<file path="src/rtl/cipher_iv_bank_if.sv">
// cipher_iv_bank_if: host/core signal bundle for the IV/chaining register bank
interface cipher_iv_bank_if #(
  parameter int DW  = 32,
  parameter int NW  = 2,
  parameter int NCH = 2
);
  localparam int CW = (NCH > 1) ? $clog2(NCH) : 1;
  logic              clrptr_n;
  logic              lock;
  logic [CW-1:0]     ch_sel;
  logic              wr;
  logic [DW-1:0]     wdata;
  logic              rd;
  logic [DW-1:0]     rdata;
  logic              full;
  logic              ovf;
  logic              upd;
  logic [CW-1:0]     core_ch;
  logic [NW*DW-1:0]  upd_data;
  logic [NW*DW-1:0]  iv_out;
  logic              iv_vld;
  logic              upd_lost;
  modport master (
    output clrptr_n, lock, ch_sel, wr, wdata, rd, upd, core_ch, upd_data,
    input  rdata, full, ovf, iv_out, iv_vld, upd_lost
  );
  modport slave (
    input  clrptr_n, lock, ch_sel, wr, wdata, rd, upd, core_ch, upd_data,
    output rdata, full, ovf, iv_out, iv_vld, upd_lost
  );
endinterface

</file>
<file path="src/rtl/cipher_iv_bank.sv">
// cipher_iv_bank: multi-channel IV/chaining bank, host word loads and core block updates
module cipher_iv_bank #(
  parameter int DW  = 32,
  parameter int NW  = 2,
  parameter int NCH = 2
) (
  input  logic                hclk,
  input  logic                hresetn,
  cipher_iv_bank_if.slave     io_bus
);
  localparam int PW = $clog2(NW + 1);
  localparam int AW = $clog2(NW);
  localparam logic [PW-1:0] FULL_P = PW'(NW);
  localparam logic [AW-1:0] LAST_R = AW'(NW - 1);

  logic [DW-1:0] r_mem  [NCH][NW];
  logic [PW-1:0] r_wptr [NCH];
  logic [AW-1:0] r_rptr [NCH];
  logic [NCH-1:0] r_vld;
  logic          r_ovf;
  logic          r_upd_lost;

  logic [PW-1:0] w_wptr;
  logic [AW-1:0] w_widx;
  logic          w_hwr_try;
  logic          w_hwr;
  logic          w_hovf;
  logic          w_coll;
  logic          w_upd;

  always_comb begin
    w_wptr    = r_wptr[io_bus.ch_sel];
    w_widx    = w_wptr[AW-1:0];
    w_hwr_try = io_bus.wr & ~io_bus.lock;
    w_hwr     = w_hwr_try & (w_wptr != FULL_P);
    w_hovf    = w_hwr_try & (w_wptr == FULL_P);
    w_coll    = io_bus.upd & w_hwr & (io_bus.core_ch == io_bus.ch_sel);
    w_upd     = io_bus.upd & ~w_coll;
  end

  // Memory writes proceed even during clrptr_n; only pointers and flags are cleared.
  always_ff @(posedge hclk or negedge hresetn) begin
    if (!hresetn) begin
      for (int c = 0; c < NCH; c++) begin
        for (int k = 0; k < NW; k++) r_mem[c][k] <= '0;
        r_wptr[c] <= '0;
        r_rptr[c] <= '0;
      end
      r_vld      <= '0;
      r_ovf      <= 1'b0;
      r_upd_lost <= 1'b0;
    end else begin
      if (w_upd)
        for (int k = 0; k < NW; k++) r_mem[io_bus.core_ch][k] <= io_bus.upd_data[k*DW +: DW];
      if (w_hwr) r_mem[io_bus.ch_sel][w_widx] <= io_bus.wdata;
      if (!io_bus.clrptr_n) begin
        for (int c = 0; c < NCH; c++) begin
          r_wptr[c] <= '0;
          r_rptr[c] <= '0;
        end
        r_vld      <= '0;
        r_ovf      <= 1'b0;
        r_upd_lost <= 1'b0;
      end else begin
        r_upd_lost <= w_coll;
        if (w_hovf) r_ovf <= 1'b1;
        if (w_upd) r_vld[io_bus.core_ch] <= 1'b1;
        if (w_hwr) begin
          r_wptr[io_bus.ch_sel] <= w_wptr + 1'b1;
          if (w_wptr + 1'b1 == FULL_P) r_vld[io_bus.ch_sel] <= 1'b1;
        end
        if (io_bus.rd)
          r_rptr[io_bus.ch_sel] <= (r_rptr[io_bus.ch_sel] == LAST_R) ? '0 : r_rptr[io_bus.ch_sel] + 1'b1;
      end
    end
  end

  for (genvar k = 0; k < NW; k++) begin : g_iv
    assign io_bus.iv_out[k*DW +: DW] = r_mem[io_bus.core_ch][k];
  end

  assign io_bus.rdata    = r_mem[io_bus.ch_sel][r_rptr[io_bus.ch_sel]];
  assign io_bus.full     = w_wptr == FULL_P;
  assign io_bus.ovf      = r_ovf;
  assign io_bus.iv_vld   = r_vld[io_bus.core_ch];
  assign io_bus.upd_lost = r_upd_lost;
endmodule

</file>
<file path="src/flat_wrapper.sv">
// flat-port wrapper written by rule: the top's interface ports become plain ports
module cipher_iv_bank_flat 
#(
  parameter int DW  = 32,
  parameter int NW  = 2,
  parameter int NCH = 2
)
  (hclk, hresetn, io_bus_clrptr_n, io_bus_lock, io_bus_ch_sel, io_bus_wr, io_bus_wdata, io_bus_rd, io_bus_upd, io_bus_core_ch, io_bus_upd_data, io_bus_rdata, io_bus_full, io_bus_ovf, io_bus_iv_out, io_bus_iv_vld, io_bus_upd_lost);
  cipher_iv_bank_if #(.DW(DW), .NW(NW), .NCH(NCH)) io_bus_i ();
  input  logic hclk;
  input  logic hresetn;
  input wire logic [$bits(io_bus_i.clrptr_n)-1:0] io_bus_clrptr_n;
  input wire logic [$bits(io_bus_i.lock)-1:0] io_bus_lock;
  input wire logic [$bits(io_bus_i.ch_sel)-1:0] io_bus_ch_sel;
  input wire logic [$bits(io_bus_i.wr)-1:0] io_bus_wr;
  input wire logic [$bits(io_bus_i.wdata)-1:0] io_bus_wdata;
  input wire logic [$bits(io_bus_i.rd)-1:0] io_bus_rd;
  input wire logic [$bits(io_bus_i.upd)-1:0] io_bus_upd;
  input wire logic [$bits(io_bus_i.core_ch)-1:0] io_bus_core_ch;
  input wire logic [$bits(io_bus_i.upd_data)-1:0] io_bus_upd_data;
  output wire logic [$bits(io_bus_i.rdata)-1:0] io_bus_rdata;
  output wire logic [$bits(io_bus_i.full)-1:0] io_bus_full;
  output wire logic [$bits(io_bus_i.ovf)-1:0] io_bus_ovf;
  output wire logic [$bits(io_bus_i.iv_out)-1:0] io_bus_iv_out;
  output wire logic [$bits(io_bus_i.iv_vld)-1:0] io_bus_iv_vld;
  output wire logic [$bits(io_bus_i.upd_lost)-1:0] io_bus_upd_lost;
  assign io_bus_i.clrptr_n = io_bus_clrptr_n;
  assign io_bus_i.lock = io_bus_lock;
  assign io_bus_i.ch_sel = io_bus_ch_sel;
  assign io_bus_i.wr = io_bus_wr;
  assign io_bus_i.wdata = io_bus_wdata;
  assign io_bus_i.rd = io_bus_rd;
  assign io_bus_i.upd = io_bus_upd;
  assign io_bus_i.core_ch = io_bus_core_ch;
  assign io_bus_i.upd_data = io_bus_upd_data;
  assign io_bus_rdata = io_bus_i.rdata;
  assign io_bus_full = io_bus_i.full;
  assign io_bus_ovf = io_bus_i.ovf;
  assign io_bus_iv_out = io_bus_i.iv_out;
  assign io_bus_iv_vld = io_bus_i.iv_vld;
  assign io_bus_upd_lost = io_bus_i.upd_lost;
  cipher_iv_bank #(.DW(DW), .NW(NW), .NCH(NCH)) u_core (.hclk(hclk), .hresetn(hresetn), .io_bus(io_bus_i));
endmodule
</file>
<file path="config.mk">
export PLATFORM = sky130hd
export DESIGN_NAME = cipher_iv_bank_flat
export DESIGN_NICKNAME = d
export VERILOG_FILES = /design/src/rtl/cipher_iv_bank_if.sv /design/src/rtl/cipher_iv_bank.sv /design/src/flat_wrapper.sv
export SDC_FILE = /design/constraint.sdc
export NUM_CORES = 1
export LEC_CHECK = 0
export BUFFER_PORTS_ARGS = -buffer_cell sky130_fd_sc_hd__buf_4
export CAP_MARGIN = 15
export CORE_ASPECT_RATIO = 1.25
export CORE_MARGIN = 2
export CORE_UTILIZATION = 40
export DETAILED_ROUTE_END_ITERATION = 12
export SYNTH_ARGS = -nofsm -noshare
export SYNTH_HDL_FRONTEND = slang
export SYNTH_SLANG_ARGS = --single-unit
</file>
<file path="constraint.sdc">
create_clock -name hclk -period 3.57 [get_ports hclk]
set_input_delay 0.1785 -clock hclk [delete_from_list [all_inputs] [get_ports hclk]]
set_output_delay 0.1785 -clock hclk [all_outputs]
set_load 0.1 [all_outputs]
</file>
==> impl_metrics.toml <==
[synthesis]
synthCells = 720
ys.flop_type = "dfrtp_1"
ys_types = 33
postSynth.asyncResetShare_pct = 100
synth_seq_cells = 138
yosysSeqAreaShare_pct = 42.7
avgSynthCellArea_um2 = 11.2
syn-num-nets = 827
synth_edf_count = 0
yosys_warnings = 0
synth_area_mm2 = 0.00808

[die]
die_h_um = 163
core_mm2 = 0.0200
die_area_mm2 = 0.0214
placementRows = 58
io_pins = 205
die_w_um = 131
start_util_pct = 40.5

[final_layout]
nets = 991
final_cell_mix = "223 x buf_4, 135 x dfrtp_1, 128 x or3_1"
fillers = 1805
layout_commonest_cell = "buf_4"
drive_gt1_share_pct = 50.3
syn2layout_area_growth_pct = 29.2

[sta]
drv_slew = 0
tightest_slew_ns = 1.17
hold_viol = 0
setup_tns_ns = 0
finalCritPeriodShare_pct = 88.9
fin_crit_ns = 3.17
max_slew_margin_pct = 20.6
rsz0062_at_grt = "false"
skew_ns = 0.00785
whs_ns = 0.0383
final-setup-viol-count = 0
fmax_ghz = 0.315

[clocking]
cts_max_level = 4
cts_setup_buffers = 0
root_buffer = "clkbuf_16"
clk_latency_ns = 0.42
cts_tree = "built"
numCtsBuffers = 17
cts.sinks = 138
clk_pin_slew_ns = 0.06
cts_max_path_buffers = 2

[placed_design]
place_congestion = 0.817
dp_hpwl_um = 18400
numPortBuffers = 204

[global_routing]
grt_max_degree = 89
grt-ovfl-total = 0
grt_pass1_wl_um = 44700
antenna_found_initial = 1
grt_pass1_vias = 7544
grt_usage_pct = 27.2

[critical_path]
critical_path_arrival_ns = 3.53
path_buf_inv = 2
cp_slowest_stage_delay_ns = 0.86
slowest_stage = "or4b_2"
cp-start-kind = "flop"
worstPathCellList = "mux2i_1 > inv_1 > ha_1 > or4b_2 > mux2i_4 > buf_4 > o221a_1"
endpoint_kind = "flop"
crit_required_ns = 3.92
path_max_fanout = 18
crit_type = "reg -> reg"
cp_top_family = "multiplexers"

[detailed_routing]
drt_wl_total_um = 29200
drt_iter0_markers = 698
routedWlPerCell_um = 25.0
drc = 0
drtPass1Iterations = 5
via_count = 7318
via_per_inst = 6.27
antenna_left = 0

[pwr]
peakVddDrop_uv = 345
p_leak_uw = 0.00409
power_density_mw_per_mm2 = 657

[outcome]
status = "finished, final reports clean"

[job]
drv_cap = 0

[worst_hold_path]
hold_class = "in -> reg"
[cell families after synthesis]
kind of cell,share of synthesized area [%]
multiplexers,13.8
AND/OR/NAND/NOR,14.3
adder cells (fa/ha/maj),0.310
XOR/XNOR,0.325
flip-flops,42.7
buffers and inverters,4.98
AO/OA/AOI/OAI,23.5
[sequential cells by signal (all words and copies together), names as in the netlist]
| name | count |
|---|---|
| u_core.r_mem | 128 |
| u_core.r_wptr | 4 |
| u_core.r_rptr | 2 |
| u_core.r_vld | 2 |
| u_core.io_bus.ovf | 1 |
| u_core.io_bus.upd_lost | 1 |
[area by class of cell]
type | instances | area, um^2 | share of cell area [%]
well taps | 270 | 338 | 3.23
diodes | 1 | 2.50 | 0.0240
inverters | 7 | 26.3 | 0.252
clock inverters | 15 | 199 | 1.90
repair buffers | 226 | 1720 | 16.5
flip-flops and latches | 138 | 3460 | 33.1
clock buffers | 17 | 425 | 4.07
multi-input cells | 494 | 4270 | 40.9
[metal layers]
metal	global-route usage (%)	vias to the layer above	wire [um]
met3	5.48	42	1900
li1	-	3187	-
met4	9.24	0	512
met2	45.9	304	14600
met5	0	-	0
met1	35.1	3785	12200
[synthesized netlist by cell type (11+ instances only)]
cell	number	area share (%)
a211oi_1	34	3.2
a21oi_1	37	2.3
buf_2	16	0.99
clkbuf_1	50	2.3
dfrtp_1	138	43
mux2_2	64	8.9
mux2i_1	35	4.3
nand2_1	11	0.51
nor2b_1	33	2.6
o221a_1	14	2.0
o221a_2	114	16
or3_1	128	9.9
[per-stage QoR]
step	cells	area, um^2	worst slack, ns	utilization, %	power, uW
6_report	1168	10400	0.398	52.3	6860
5_1_grt	1168	10400	0.302	52.3	7090
4_1_cts	1166	10400	0.435	52.2	6870
3_5_place_dp	1133	9780	0.456	49.0	5000
3_3_place_gp	1133	9780	0.470	49.0	4960
2_1_floorplan	720	8080	0.462	-	4280
[report_power, final]
group / total [uW] / switching (uW) / internal (uW) / leakage [uW]
Combinational: 2950 / 2120 / 826 / 0.00225
Clock: 1870 / 705 / 1170 / 0.000303
Sequential: 2040 / 237 / 1810 / 0.00154
Total: 6860 / 3060 / 3800 / 0.00409
[worst paths after layout]
kind	from	depth (start not counted)	to	slack (ns)
worst max-delay path	u_core.r_wptr[1]$_DFFE_PN0P_	7	u_core.r_mem[76]$_DFF_PN0_	0.40
max in group asynchronous	hresetn	3	u_core.r_mem[81]$_DFF_PN0_	2.30
worst min-delay path	io_bus_upd_data[0]	2	u_core.r_mem[32]$_DFF_PN0_	0.04
worst max register to register	u_core.r_wptr[1]$_DFFE_PN0P_	7	u_core.r_mem[76]$_DFF_PN0_	0.40
min in group asynchronous	hresetn	2	u_core.r_mem[29]$_DFF_PN0_	0.38
worst min register to register	u_core.r_vld[0]$_DFF_PN0_	2	u_core.r_vld[0]$_DFF_PN0_	0.55
[worst reg2reg max path, cell delays in order, from the launching register on]
cell     delay [ns]
dfrtp_1        0.38
mux2i_1        0.19
inv_1          0.07
ha_1           0.20
or4b_2         0.86
mux2i_4        0.78
buf_4          0.39
o221a_1        0.24
[timing repair]
action / 4_1_cts / 5_1_grt
gates resized for setup: 0 / 0
hold buffers: 1 / 0
hold endpoints to repair: 86 / 0
Power figures use the tool's default switching activity.
